File: config.mk
export PLATFORM = sky130hd
export DESIGN_NAME = icache_direct_mapped_flat
export DESIGN_NICKNAME = d
export VERILOG_FILES = /design/src/rtl/icache_direct_mapped_if.sv /design/src/rtl/icache_direct_mapped.sv /design/src/flat_wrapper.sv
export SDC_FILE = /design/constraint.sdc
export NUM_CORES = 1
export LEC_CHECK = 0
export BUFFER_PORTS_ARGS = -buffer_cell sky130_fd_sc_hd__buf_2
export CAP_MARGIN = 10
export CORE_UTILIZATION = 60
export DETAILED_ROUTE_END_ITERATION = 6
export PLACE_DENSITY = 0.78
export SLEW_MARGIN = 20
export SYNTH_ARGS = -nofsm -noshare
export SYNTH_HDL_FRONTEND = slang
export SYNTH_SLANG_ARGS = --single-unit
export TNS_END_PERCENT = 5
File: constraint.sdc
create_clock -name clock -period 24.8 [get_ports clock]
set_clock_uncertainty 0.2 [all_clocks]
set_input_delay 7.44 -clock clock [delete_from_list [all_inputs] [get_ports clock]]
set_output_delay 7.44 -clock clock [all_outputs]
set_load 0.02 [all_outputs]
File: src/rtl/icache_direct_mapped_if.sv
// Fetch-side and memory-side signals of the direct-mapped instruction cache.
// The master side plays CPU fetch stage plus instruction memory; the slave side is the cache.
interface icache_direct_mapped_if;
  logic         cpu_read;
  logic [31:0]  cpu_address;
  logic [31:0]  cpu_readdata;
  logic         cpu_busywait;
  logic         flush;
  logic         mem_read;
  logic [27:0]  mem_address;
  logic [127:0] mem_readdata;
  logic         mem_busywait;

  modport master (
    output cpu_read, cpu_address, flush, mem_readdata, mem_busywait,
    input  cpu_readdata, cpu_busywait, mem_read, mem_address
  );

  modport slave (
    input  cpu_read, cpu_address, flush, mem_readdata, mem_busywait,
    output cpu_readdata, cpu_busywait, mem_read, mem_address
  );
endinterface

File: src/rtl/icache_direct_mapped.sv
// Direct-mapped read-only instruction cache: same-cycle hits, 16-byte block refills
// via a three-state fill FSM, and a flush that invalidates every line.
module icache_direct_mapped #(
  parameter int INDEX_BITS = 3,
  parameter int TAG_BITS   = 28 - INDEX_BITS
) (
  input  logic                  clock,
  input  logic                  reset,
  icache_direct_mapped_if.slave bus
);
  localparam int LINES = 1 << INDEX_BITS;

  typedef enum logic [1:0] {IDLE, MEM_READ, UPDATE} state_t;

  state_t                  state_reg, state_next;
  logic [LINES-1:0]        valid_reg, valid_next;
  logic                    flush_pend_reg, flush_pend_next;
  logic [27:0]             fill_addr_reg, fill_addr_next;

  logic [127:0]            data_mem [LINES];
  logic [TAG_BITS-1:0]     tag_mem  [LINES];

  logic [INDEX_BITS-1:0]   cpu_index;
  logic [TAG_BITS-1:0]     cpu_tag;
  logic [INDEX_BITS-1:0]   fill_index;
  logic [TAG_BITS-1:0]     fill_tag;
  logic [127:0]            line_data;
  logic [31:0]             line_words [4];
  logic                    hit;
  logic                    flush_clear;
  logic                    install;
  logic                    load_addr;
  logic                    unused_addr_bits;

  assign cpu_index        = bus.cpu_address[4 +: INDEX_BITS];
  assign cpu_tag          = bus.cpu_address[31 -: TAG_BITS];
  assign fill_index       = fill_addr_reg[INDEX_BITS-1:0];
  assign fill_tag         = fill_addr_reg[27 -: TAG_BITS];
  assign unused_addr_bits = ^bus.cpu_address[1:0];

  assign line_data = data_mem[cpu_index];
  assign hit       = valid_reg[cpu_index] && (tag_mem[cpu_index] == cpu_tag);

  genvar gi;
  generate
    for (gi = 0; gi < 4; gi++) begin : g_word
      assign line_words[gi] = line_data[32*gi +: 32];
    end
  endgenerate

  // Gated by hit so the output reads 0 while arrays are uninitialised or the line is stale.
  assign bus.cpu_readdata = hit ? line_words[bus.cpu_address[3:2]] : 32'd0;

  // A flush seen in IDLE (fresh pulse or one parked during a fill) wins over any hit.
  assign flush_clear = (state_reg == IDLE) && (bus.flush || flush_pend_reg);
  assign install     = (state_reg == UPDATE);

  generate
    for (gi = 0; gi < LINES; gi++) begin : g_valid
      assign valid_next[gi] = flush_clear ? 1'b0 :
                              (install && fill_index == INDEX_BITS'(gi)) ? 1'b1 :
                              valid_reg[gi];
    end
  endgenerate

  always_comb begin
    flush_pend_next = flush_pend_reg;
    if (flush_clear) begin
      flush_pend_next = 1'b0;
    end else if (bus.flush) begin
      flush_pend_next = 1'b1;
    end
  end

  assign fill_addr_next = load_addr ? bus.cpu_address[31:4] : fill_addr_reg;

  always_comb begin
    state_next       = state_reg;
    bus.cpu_busywait = 1'b0;
    bus.mem_read     = 1'b0;
    bus.mem_address  = 28'd0;
    load_addr        = 1'b0;
    case (state_reg)
      IDLE: begin
        if (bus.flush || flush_pend_reg) begin
          bus.cpu_busywait = 1'b1;
        end else if (bus.cpu_read && !hit) begin
          bus.cpu_busywait = 1'b1;
          load_addr        = 1'b1;
          state_next       = MEM_READ;
        end
      end
      MEM_READ: begin
        bus.mem_read     = 1'b1;
        bus.mem_address  = fill_addr_reg;
        bus.cpu_busywait = 1'b1;
        if (!bus.mem_busywait) begin
          state_next = UPDATE;
        end
      end
      UPDATE: begin
        // Block is sampled a cycle after mem_busywait falls so the last byte has settled.
        bus.cpu_busywait = 1'b1;
        state_next       = IDLE;
      end
      default: state_next = IDLE;
    endcase
  end

  always_ff @(posedge clock or negedge reset) begin
    if (!reset) begin
      state_reg      <= IDLE;
      valid_reg      <= '0;
      flush_pend_reg <= 1'b0;
      fill_addr_reg  <= 28'd0;
    end else begin
      state_reg      <= state_next;
      valid_reg      <= valid_next;
      flush_pend_reg <= flush_pend_next;
      fill_addr_reg  <= fill_addr_next;
    end
  end

  // Data and tag storage carries no reset; validity alone decides whether a line is usable.
  always_ff @(posedge clock) begin
    if (install) begin
      data_mem[fill_index] <= bus.mem_readdata;
      tag_mem[fill_index]  <= fill_tag;
    end
  end
endmodule

File: src/flat_wrapper.sv
// flat-port wrapper written by rule: the top's interface ports become plain ports
module icache_direct_mapped_flat 
#(
  parameter int INDEX_BITS = 3,
  parameter int TAG_BITS   = 28 - INDEX_BITS
)
  (clock, reset, bus_cpu_read, bus_cpu_address, bus_flush, bus_mem_readdata, bus_mem_busywait, bus_cpu_readdata, bus_cpu_busywait, bus_mem_read, bus_mem_address);
  icache_direct_mapped_if bus_i ();
  input  logic clock;
  input  logic reset;
  input wire logic [$bits(bus_i.cpu_read)-1:0] bus_cpu_read;
  input wire logic [$bits(bus_i.cpu_address)-1:0] bus_cpu_address;
  input wire logic [$bits(bus_i.flush)-1:0] bus_flush;
  input wire logic [$bits(bus_i.mem_readdata)-1:0] bus_mem_readdata;
  input wire logic [$bits(bus_i.mem_busywait)-1:0] bus_mem_busywait;
  output wire logic [$bits(bus_i.cpu_readdata)-1:0] bus_cpu_readdata;
  output wire logic [$bits(bus_i.cpu_busywait)-1:0] bus_cpu_busywait;
  output wire logic [$bits(bus_i.mem_read)-1:0] bus_mem_read;
  output wire logic [$bits(bus_i.mem_address)-1:0] bus_mem_address;
  assign bus_i.cpu_read = bus_cpu_read;
  assign bus_i.cpu_address = bus_cpu_address;
  assign bus_i.flush = bus_flush;
  assign bus_i.mem_readdata = bus_mem_readdata;
  assign bus_i.mem_busywait = bus_mem_busywait;
  assign bus_cpu_readdata = bus_i.cpu_readdata;
  assign bus_cpu_busywait = bus_i.cpu_busywait;
  assign bus_mem_read = bus_i.mem_read;
  assign bus_mem_address = bus_i.mem_address;
  icache_direct_mapped #(.INDEX_BITS(INDEX_BITS), .TAG_BITS(TAG_BITS)) u_core (.clock(clock), .reset(reset), .bus(bus_i));
endmodule
Yosys cells after proc, flatten, opt, wreduce, memory -nomap -nowiden. Memory sizes are Yosys's and may differ from the RTL's. Cells that the tools add are included.

Register bits after elaboration: 39. Output and inout port bits: 62. RAM bits: 1224. Memories kept: 2. Input port bits: 165. Word-level logic and storage cells: 92.

Reduce and logical (&&, ||, !) cells: 26. Eq/ne operators: 13. $lt $le $gt $ge: 2. Mux-type cells: 37. Bitwise gates (word level): 1.

Memories: u_core.data_mem (words 8, bits a word 128, rd ports 1, clocked after memory_dff 0, wr ports 1, line icache_direct_mapped.sv:20) `logic [127:0] data_mem [LINES];`; u_core.tag_mem (words 8, bits a word 25, rd ports 1, clocked after memory_dff 0, wr ports 1, line icache_direct_mapped.sv:21) `logic [TAG_BITS-1:0] tag_mem [LINES];`.

Operators by type and width (number): $mux W32 (3); $bmux W32 S2 (1); $mux W28 (1); $mux W1 (26); $eq A25 B25 Y1 (1); $reduce_bool A2 Y1 (9); $eq A3 B3 Y1 const B (4); $logic_and A1 B1 Y1 (11); $eq A3 B2 Y1 const B (2); $mux W2 (3); $ne A2 B2 Y1 const B (3); $lt A3 B4 Y1 const B (1); $pmux W2 S2 (1); $bmux W1 S3 (1); $eq A3 B1 Y1 const B (1); $ge A3 B3 Y1 const B (1); $logic_not A3 Y1 (1); $not A2 Y3 (1); $reduce_and A3 Y1 (1); $eq A2 B1 Y1 const B (1); $eq A2 B2 Y1 const B (1); $logic_not A2 Y1 (1); $pmux W1 S2 (1); $reduce_or A2 Y1 (1); 2 further kinds (2).

Depth between registers and ports, before layout. Gate-level depths: netlist of run 1.

Depth in word-level cells: 8. Gate-level depth with buffers: 13. Mapped depth without buffers: 8.

Least setup slack after synthesis of run 1. Ideal clock, no wire load.

Path type: input port to output port. Start point: input bus_cpu_address[5]. End point: output bus_cpu_readdata[10]. Data arrival time: 10.091 ns. Path slack: 7.069 ns. Path buffers: 5. Required time: 17.160 ns. Stages: 9. Cell sequence: clkbuf_1 -> clkbuf_1 -> buf_1 -> clkbuf_1 -> buf_1 -> mux4_2 -> mux4_2 -> mux2i_1 -> nor2_1.

Word-level cells in the longest chain between the ends: 5. Elaborated cells between the ends (all ways): 10.

RTL lines: from (decl) (line flat_wrapper.sv:12) `input wire logic [$bits(bus_i.cpu_address)-1:0] bus_cpu_address;`; $mem_v2 Z8 W128; $bmux W32 S2 (line icache_direct_mapped.sv:52) `assign bus.cpu_readdata = hit ? line_words[bus.cpu_address[3:2]] : 32'd0;`; $mux W32 (implied by the code) (2 in a row) (line icache_direct_mapped.sv:52); $mux W32 (*) (line icache_direct_mapped.sv:52); to (decl) (line flat_wrapper.sv:16) `output wire logic [$bits(bus_i.cpu_readdata)-1:0] bus_cpu_readdata;`.

Every way passes the cells marked *; elsewhere a longest branch is shown, timed or not. The select of a mux whose other input is x is not followed.

Final worst setup path of run 1.
Start point: input bus_cpu_address[4]. End point: output bus_cpu_readdata[6].

The elaborated chain is that of the path after synthesis.

==> results of run 1 <==
==> final timing paths <==
path / startpoint / end / slack, ns / cells past startpoint
hold reg to reg: u_core.valid_reg[4]$_DFFE_PN0P_ / u_core.valid_reg[4]$_DFFE_PN0P_ / 0.29 / 1
max in group asynchronous: reset / u_core.valid_reg[1]$_DFFE_PN0P_ / 17.42 / 1
min in group asynchronous: reset / u_core.fill_addr_reg[12]$_DFFE_PN0P_ / 6.57 / 1
setup reg to reg: u_core.tag_mem[2][14]$_DFFE_PP_ / u_core.fill_addr_reg[3]$_DFFE_PN0P_ / 20.74 / 8
setup / recovery: bus_cpu_address[4] / bus_cpu_readdata[6] / 5.15 / 10
hold / removal: u_core.valid_reg[4]$_DFFE_PN0P_ / u_core.valid_reg[4]$_DFFE_PN0P_ / 0.29 / 1
==> Yosys cell counts, types with 9 or more instances <==
master / number
and2_1: 28
mux2_4: 20
nand2_1: 9
nor2_1: 43
dfrtp_1: 39
edfxtp_1: 1224
mux2i_1: 58
buf_1: 33
clkbuf_1: 54
xor2_1: 23
mux2_2: 10
mux4_2: 370
==> through the flow <==
| stage | worst slack (ns) | cells |
|---|---|---|
| after floorplan | 7.07 | 1971 |
| after global placement | 5.22 | 3176 |
| after CTS | 5.12 | 3386 |
| after detailed placement | 5.19 | 3176 |
| final | 5.15 | 3403 |
| after global routing | 4.80 | 3401 |
==> routing by layer <==
| metal | share of wire (%) | global-route usage [%] |
|---|---|---|
| met1 | 39 | 37.1 |
| met2 | 51 | 42.7 |
| met3 | 8.1 | 4.79 |
| met4 | 2.6 | 8.81 |
| met5 | 0.21 | 0 |
==> final cells by class <==
type	count	area (um2)	share of cell area (%)
Timing Repair Buffer	256	1480	2.70
Clock inverter	53	596	1.09
Tap cell	1050	1310	2.40
Clock buffer	157	3200	5.86
Antenna cell	16	40.0	0.0732
Inverter	3	11.3	0.0206
Multi-Input combinational cell	605	10300	18.8
Sequential cell	1263	37700	69.0
==> critical path: cells and delay by family <==
kind                      cells  cell delay, ns
buffers and inverters         3            1.60
and+or+nand+nor               4            1.68
xor gates and xnor gates      1            0.30
muxes                         2            0.78
==> logic make-up (layout without fill, tap and decap cells) <==
| group | Yosys count | count (layout) | synth area share, % |
|---|---|---|---|
| buffers and inverters | 103 | 469 | 0.941 |
| muxes | 458 | 458 | 19.3 |
| other | 0 | 16 | 0 |
| adders and majority gates | 4 | 4 | 0.103 |
| AOI/OAI and AO/OA | 20 | 20 | 0.292 |
| and+or+nand+nor | 100 | 100 | 1.06 |
| DFF | 1263 | 1263 | 77.9 |
| xor gates and xnor gates | 23 | 23 | 0.416 |
==> report_power, final <==
group | switching [mW] | leakage, nW | internal [mW]
combinational | 0.308 | 4.45 | 0.203
sequential | 0.108 | 11.5 | 2.62
clock | 0.748 | 1.85 | 1.04
total | 1.16 | 17.8 | 3.86
==> summary.md, run 1 <==
| Metric | Value |
|---|---|
| Hold Fails Final Rpt | `0` |
| Clock sink count | `1263` |
| Fmax | `0.0509 GHz` |
| IO Port Bufs | `224` |
| Status | `complete, no violations` |
| GRT overflow | `0` |
| GPL Wtd Cong | `0.773` |
| Critical Path Sink Type | `output port` |
| Max IR drop VDD | `0.0000619 V` |
| Die span in y | `286 um` |
| Power, Total | `5.02 mW` |
| Yosys top cell area share | `75.9%` |
| H-tree levels | `3` |
| Clk root buf | `clkbuf_16` |
| Row Count | `103` |
| #FFs+latches synth | `1263` |
| WHS | `0.292 ns` |
| Commonest non-fill, non-tap cell in the layout | `edfxtp_1` |
| Core Footprint | `0.0794 mm2` |
| Layout cell share with drive strength beyond 1 | `35.3%` |
| Area growth from synthesis to layout | `12.9%` |
| DPL Wire Length | `54.0 mm` |
| Avg Inst Size Synth | `24.6 um2` |
| Worst endpoint required time | `17.16 ns` |
| Largest net degree at the start of global routing | `179` |
| Synth Net Count | `2140` |
| CP peak stage delay | `0.78 ns` |
| Max-slew violations | `0` |
| Post-synth top flop | `edfxtp_1` |
| Detailed-route via count | `22400` |
| Max-Cap Viols | `0` |
| Async SR Flop Fraction | `3.09%` |
| Via-per-instance ratio | `6.58` |
| Max reg flops | `1024` |
| CTS clk-pin slew, worst paths | `0.06 ns` |
| Final nets | `2416` |
| Period minus WS final | `19.65 ns` |
| Period utilisation layout | `79.2%` |
| Clk_lat worst skew | `0.68 ns` |
| Total GRT Usage | `26.4%` |
| Critical-path top delay cell | `buf_4` |
| CTS buffer count | `118` |
| Vias in the first global route | `23500` |
| Cells along the critical path | `buf_8 > buf_4 > mux4_2 > mux2i_1 > xor2_1 > nand4_1 > nor4_2 > nand2_2 > nor2_1 > buf_2` |
| RSZ-0062 raised after global routing | `false` |
| Fill count | `4605` |
| Io pins | `227` |
| Clock buffer depth | `3` |
| Initial cell density of the core | `61.0%` |
| CTS tree | `yes` |
| Initial antenna violation count | `41` |
| Routed Antenna Nets | `0` |
| Most frequent cells in the layout | `1224 x edfxtp_1, 370 x mux4_2, 219 x buf_2` |
| Final Cell Area | `0.0547 mm2` |
| Synth Warn # | `0` |
| Starting DRT DRC Count | `2669` |
| Setup Viol. Count Final | `0` |
| Hold Crit Class | `register to register` |
| Cell Pwr Density | `91.9 mW/mm2` |
| Kind of critical path | `primary input to output port` |
| Fin util | `68.9%` |
| CTS resizes | `0` |
| Global-route wire length before repair | `156 mm` |
| CP max FO | `78` |
| CP arrival | `12.01 ns` |
| Worst Setup Start Kind | `primary input` |
| Top cells by area, synth | `edfxtp_1 76%, mux4_2 17%, dfrtp_1 2.0%` |
| Mapped cell area | `0.0484 mm2` |
| Yosys cell types | `36` |
| Initial DRT Pass Iterations | `5` |
| Residual DRC | `0` |
| Wirelength per Cell | `31.0 um` |
| Hold buffers post-CTS | `0` |
| Final WL | `106 mm` |
| Slew HR | `13.0%` |
| P_leak | `17.8 nW` |
| Slew @ Worst Pin | `1.31 ns` |
| Placed cell area | `0.0508 mm2` |
| TNS Setup | `0 ns` |
| Die area | `0.0818 mm2` |
| Largest area contributor in the netlist | `edfxtp_1` |
| Cell count after synthesis | `1971` |
| Setup bufs post-CTS | `0` |
| Die width | `286 um` |
| Sequential share of the synthesized area | `77.9%` |
| Post-synth EDFFs | `1224` |
Power figures use the tool's default switching activity.
==> inputs of run 2 (changes only) <==
Settings changed: CORE_UTILIZATION 60 to 55, PLACE_DENSITY 0.78 to 0.75.
Clock period 24.8 ns to 17.05 ns, I/O delays scaled along.
==> run 2 against run 1 <==
Against the previous run: clock-buffer cell count fell by 9; die area up 9.0%; sequential power rose by 45%; worst setup slack got worse by 2.6 ns; sequential share of layout area down 0.19 points; register-to-register slack worse by 8.6 ns; critical endpoint is now bus_cpu_readdata[13].
==> summary.md, run 2 (same netlist as run 1, synthesis figures left out) <==
| Metric | Value |
|---|---|
| Die span in y | `299 um (+4.4%)` |
| Max IR drop VDD | `0.0000848 V (+37%)` |
| TNS Setup | `0 ns (unchanged)` |
| Commonest non-fill, non-tap cell in the layout | `edfxtp_1` |
| H-tree levels | `3 (unchanged)` |
| Fmax | `0.0692 GHz` |
| Starting DRT DRC Count | `2003 (-25%)` |
| Cells along the critical path | `buf_8 > buf_4 > buf_4 > mux4_2 > mux4_2 > mux2i_1 > nor2_1 > buf_2` |
| Residual DRC | `0 (unchanged)` |
| CP max FO | `71 (-9.0%)` |
| Wirelength per Cell | `28.9 um (-6.9%)` |
| Most frequent cells in the layout | `1224 x edfxtp_1, 370 x mux4_2, 219 x buf_2` |
| GR Util met2 | `38.0% (-4.7 points)` |
| Clock buffer depth | `3 (unchanged)` |
| Clk root buf | `clkbuf_16` |
| Vias in the first global route | `22700 (-3.5%)` |
| Worst Setup Start Kind | `primary input` |
| Worst r2r dst | `u_core.data_mem[0][51]$_DFFE_PP_` |
| Slew HR | `24.5% (+12 points)` |
| Core Footprint | `0.0870 mm2 (+9.6%)` |
| Flop2flop setup slack | `12.15 ns (-8.59 ns)` |
| Total GRT Usage | `23.0% (-3.4 points)` |
| Die width | `299 um (+4.4%)` |
| Global route hottest layer | `met2` |
| Setup Viol. Count Final | `0 (unchanged)` |
| Max-slew violations | `0 (unchanged)` |
| Critical Path Sink Type | `output port` |
| Routed Antenna Nets | `0 (unchanged)` |
| Power, Total | `7.29 mW (+45%)` |
| Worst reg2reg path depth | `7 (-1)` |
| IO Port Bufs | `224 (unchanged)` |
| GPL Wtd Cong | `0.778 (+0.74%)` |
| End of the worst hold path | `u_core.valid_reg[2]$_DFFE_PN0P_` |
| Met3 Resource Use GR | `4.62% (-0.18 points)` |
| Worst endpoint required time | `11.73 ns (-5.43 ns)` |
| CTS buffer count | `118 (unchanged)` |
| P_leak | `17.9 nW (+0.28%)` |
| Initial antenna violation count | `37 (-9.8%)` |
| Final WL | `101 mm (-4.0%)` |
| Hold Crit Class | `register to register` |
| Initial DRT Pass Iterations | `7 (+2)` |
| Worst Path Buf+Inv | `4 (+1)` |
| Kind of critical path | `primary input to output port` |
| Status | `complete, no violations` |
| Critical path depth in cells | `8 (-2)` |
| Area growth from synthesis to layout | `13.2%` |
| DPL Wire Length | `55.0 mm (+1.9%)` |
| CTS resizes | `0 (unchanged)` |
| Hold buffers post-CTS | `0 (unchanged)` |
| CP arrival | `9.14 ns (-2.87 ns)` |
| Met1 Usage GRT | `31.7% (-5.4 points)` |
| Largest net degree at the start of global routing | `131 (-27%)` |
| Clock sink count | `1263 (unchanged)` |
| GRT overflow | `0 (unchanged)` |
| Reg-to-Reg Start | `u_core.state_reg[0]$_DFFE_PN0P_` |
| Delay-heaviest family, CP | `buffers and inverters` |
| Global-route wire length before repair | `149 mm (-4.2%)` |
| Initial cell density of the core | `55.6% (-5.4 points)` |
| CTS tree | `yes` |
| Critical-path top delay cell | `buf_4` |
| CTS clk-pin slew, worst paths | `0.06 ns (about the same)` |
| RSZ-0062 raised after global routing | `false` |
| Cell Pwr Density | `133 mW/mm2 (+45%)` |
| Period minus WS final | `14.45 ns` |
| Layout cell share with drive strength beyond 1 | `35.9% (+0.66 points)` |
| Hold Fails Final Rpt | `0 (unchanged)` |
| Via-per-instance ratio | `6.19 (-5.8%)` |
| Max-Cap Viols | `0 (unchanged)` |
| Max reg flops | `1024 (unchanged)` |
| CP peak stage delay | `0.89 ns (+0.11 ns)` |
| Setup bufs post-CTS | `0 (unchanged)` |
| Hold Crit Depth | `1 (unchanged)` |
| Slew @ Worst Pin | `1.13 ns (-0.177 ns)` |
| Row Count | `108 (+4.9%)` |
| Die area | `0.0892 mm2 (+9.0%)` |
| Final nets | `2420 (+0.17%)` |
| Io pins | `227 (unchanged)` |
| Clk_lat worst skew | `0.68 ns (about the same)` |
| Hold Crit Start | `u_core.valid_reg[2]$_DFFE_PN0P_` |
| Period utilisation layout | `84.8%` |
| Detailed-route via count | `21800 (-2.8%)` |
==> run 2: layer usage <==
layer  vias up  routed length [um]
li1       9019                   -
met1     11600               40000
met2       895               51600
met3       166                7460
met4        34                2100
met5         -                 212
==> run 2: worst reg2reg max path: stages (launching register included) <==
cell and delay, ns:
dfrtp_1 0.42, inv_1 0.09, ha_1 0.17, nand2b_1 0.24, nor3_4 0.75, buf_4 0.88
buf_4 0.94, buf_4 0.79
==> run 2: worst max-delay path by stage <==
stage,start,endpoint
floorplan,bus_cpu_address[5],bus_cpu_readdata[10]
global placement,bus_cpu_address[4],bus_cpu_readdata[15]
detailed placement,bus_cpu_address[4],bus_cpu_readdata[15]
CTS,bus_cpu_address[4],bus_cpu_readdata[15]
global route,bus_cpu_address[4],bus_cpu_readdata[13]
finish,bus_cpu_address[4],bus_cpu_readdata[13]
==> run 2: area by class of cell <==
class                   count  area, um2
fillers                  5658      32200
multi-input cells         605      10300
repair buffers            260       1450
clock buffers             148       3120
well taps                1155       1450
flip-flops and latches   1263      37700
diodes                      7       17.5
clock inverters            71        739
inverters                   3       11.3
==> run 2: per-stage QoR <==
stage               cell area (um2)  hold WS (ns)  utilization (%)  instances  setup slack (ns)
floorplan                     48400         0.259                -       1971              3.97
finish                        54800         0.289             63.0       3512              2.60
global placement              50900         0.267             58.5       3286              2.49
CTS                           54800         0.290             63.0       3505              2.49
global route                  54800         0.319             63.0       3510              2.32
detailed placement            50900         0.276             58.5       3286              2.51
==> run 2: report_power, final <==
part | total [mW] | internal [mW] | switching, mW | leakage [nW]
Combinational | 0.735 | 0.293 | 0.442 | 4.46
Sequential | 3.96 | 3.81 | 0.151 | 11.5
Clock | 2.59 | 1.49 | 1.10 | 1.89
==> inputs of run 3 (changes only) <==
Settings changed: CORE_UTILIZATION 55 to 60, PLACE_DENSITY 0.75 to 0.78.
Clock period 17.05 ns to 13.4 ns, I/O delays scaled along.
==> run 3 against run 2 <==
Against the previous run: first-iteration DRC count increased by 1.1%; global-route usage grew 2.7 points; critical path depth increased by 1.
==> summary.md, run 3 (same netlist as run 1, synthesis figures left out) <==
| Metric | Value |
|---|---|
| Slew @ Worst Pin | `1.06 ns (-0.0651 ns)` |
| CTS clk-pin slew, worst paths | `0.06 ns (about the same)` |
| Max-Cap Viols | `0 (unchanged)` |
| Max reg flops | `1024 (unchanged)` |
| Kind of critical path | `primary input to output port` |
| Status | `complete, no violations` |
| IO Port Bufs | `224 (unchanged)` |
| Starting DRT DRC Count | `2025 (+1.1%)` |
| Worst Path Buf+Inv | `2 (-2)` |
| Global route hottest layer | `met2` |
| Clock group share of total power | `35.0% (-0.5 points)` |
| Clock buffer depth | `3 (unchanged)` |
| Detailed-route via count | `22000 (+1.1%)` |
| Via-per-instance ratio | `6.46 (+4.2%)` |
| H-tree levels | `3 (unchanged)` |
| DPL Wire Length | `53.2 mm (-3.3%)` |
| RSZ-0062 raised after global routing | `false` |
| Setup Viol. Count Final | `0 (unchanged)` |
| Largest net degree at the start of global routing | `139 (+6.1%)` |
| Period minus WS final | `11.98 ns` |
| CP peak stage delay | `0.68 ns (-0.21 ns)` |
| CP arrival | `7.76 ns (-1.38 ns)` |
| Setup bufs post-CTS | `0 (unchanged)` |
| Total GRT Usage | `25.7% (+2.7 points)` |
| Die span in y | `286 um (-4.2%)` |
| Max-slew violations | `0 (unchanged)` |
| Delay-heaviest family, CP | `simple AND/OR/NAND/NOR gates` |
| Worst endpoint required time | `9.18 ns (-2.55 ns)` |
| P_leak | `17.8 nW (-0.41%)` |
| Area growth from synthesis to layout | `12.8%` |
| Hold Fails Final Rpt | `0 (unchanged)` |
| Initial cell density of the core | `61.0% (+5.4 points)` |
| Io pins | `227 (unchanged)` |
| CTS buffer count | `117 (-0.85%)` |
| Core Footprint | `0.0794 mm2 (-8.8%)` |
| Cells along the critical path | `buf_8 > mux4_2 > mux2i_1 > xor2_1 > nand4_1 > nor4_2 > nand2_2 > nor2_1 > buf_2` |
| Die width | `286 um (-4.2%)` |
| Combinational fraction of design power | `10.3% (+0.2 points)` |
| Residual DRC | `0 (unchanged)` |
| Switch share | `23.3% (+0.13 points)` |
| Final nets | `2415 (-0.21%)` |
| Switch Pwr | `2.15 mW (+27%)` |
| Critical-path top delay cell | `nand2_2` |
| Cell Pwr Density | `169 mW/mm2 (+27%)` |
| Wirelength per Cell | `30.4 um (+5.5%)` |
| TNS Setup | `0 ns (unchanged)` |
| CTS tree | `yes` |
| Cell-internal power | `7.06 mW (+26%)` |
| Met3 Resource Use GR | `5.22% (+0.61 points)` |
| Initial antenna violation count | `32 (-14%)` |
| Sequential share of power | `54.7% (+0.3 points)` |
| Commonest non-fill, non-tap cell in the layout | `edfxtp_1` |
| Fmax | `0.0835 GHz` |
| Final WL | `104 mm (+2.3%)` |
| Final worst setup slack | `1.42 ns (-1.18 ns)` |
| Global-route wire length before repair | `151 mm (+1.5%)` |
| CP max FO | `65 (-8.5%)` |
| CTS resizes | `0 (unchanged)` |
| Vias in the first global route | `23100 (+1.7%)` |
| GRT overflow | `0 (unchanged)` |
| Clk root buf | `clkbuf_16` |
| Period utilisation layout | `89.4%` |
| Most frequent cells in the layout | `1224 x edfxtp_1, 370 x mux4_2, 219 x buf_2` |
| Worst Setup Start Kind | `primary input` |
| Max IR drop VDD | `0.000127 V (+50%)` |
| Die area | `0.0818 mm2 (-8.3%)` |
| Hold buffers post-CTS | `0 (unchanged)` |
| Clock sink count | `1263 (unchanged)` |
| Initial DRT Pass Iterations | `5 (-2)` |
| Clk_lat worst skew | `0.66 ns (-0.02 ns)` |
| Row Count | `103 (-4.6%)` |
| Dpl ws | `1.45 ns (-1.05 ns)` |
| Met1 Usage GRT | `35.1% (+3.4 points)` |
| Critical Path Sink Type | `output port` |
| GPL Wtd Cong | `0.767 (-1.5%)` |
| Slew HR | `29.1% (+4.6 points)` |
| Layout cell share with drive strength beyond 1 | `35.6% (-0.32 points)` |
| Routed Antenna Nets | `0 (unchanged)` |
| Hold Crit Class | `register to register` |
| GR Util met2 | `42.0% (+4.0 points)` |
## run 3: worst paths after layout
path                                                 startpoint                                   to  slack (ns)  depth (start not counted)
worst max-delay path                         bus_cpu_address[4]                  bus_cpu_readdata[0]        1.42                          9
worst min-delay path            u_core.valid_reg[6]$_DFFE_PN0P_      u_core.valid_reg[6]$_DFFE_PN0P_        0.30                          1
worst max register to register  u_core.state_reg[0]$_DFFE_PN0P_      u_core.tag_mem[5][17]$_DFFE_PP_        9.13                          7
worst min register to register  u_core.valid_reg[6]$_DFFE_PN0P_      u_core.valid_reg[6]$_DFFE_PN0P_        0.30                          1
max in group asynchronous                                 reset  u_core.fill_addr_reg[3]$_DFFE_PN0P_        9.42                          1
min in group asynchronous                                 reset  u_core.fill_addr_reg[8]$_DFFE_PN0P_        3.16                          1
## run 3: through the flow
stage / instances / area, um2 / power (mW) / util, % / hold slack (ns)
floorplan: 1971 / 48400 / 5.73 / - / 0.259
global placement: 3176 / 50800 / 5.99 / 64.0 / 0.268
detailed placement: 3176 / 50800 / 6.05 / 64.0 / 0.275
CTS: 3395 / 54500 / 9.26 / 68.7 / 0.302
global route: 3403 / 54600 / 9.48 / 68.8 / 0.334
finish: 3406 / 54600 / 9.21 / 68.8 / 0.301
## run 3: area by class of cell
| cell class | instances | area, um2 |
|---|---|---|
| Antenna cell | 10 | 25.0 |
| Clock buffer | 151 | 3180 |
| Clock inverter | 68 | 556 |
| Fill cell | 4606 | 24800 |
| Inverter | 3 | 11.3 |
| Multi-Input combinational cell | 605 | 10300 |
| Sequential cell | 1263 | 37700 |
| Tap cell | 1050 | 1310 |
| Timing Repair Buffer | 256 | 1500 |
## run 3: power groups by stage
stage	Combinational, mW	Sequential [mW]	Clock, mW
2_1_floorplan	0.602	5.13	0
3_3_place_gp	0.923	5.07	0
3_5_place_dp	0.941	5.11	0
4_1_cts	0.954	5.04	3.26
5_1_grt	0.998	5.07	3.41
6_report	0.946	5.04	3.22
## run 3: layer usage
metal	wire length, um	share of wire, %
met1	40400	39
met2	53000	51
met3	7390	7.1
met4	2630	2.5
met5	266	0.26
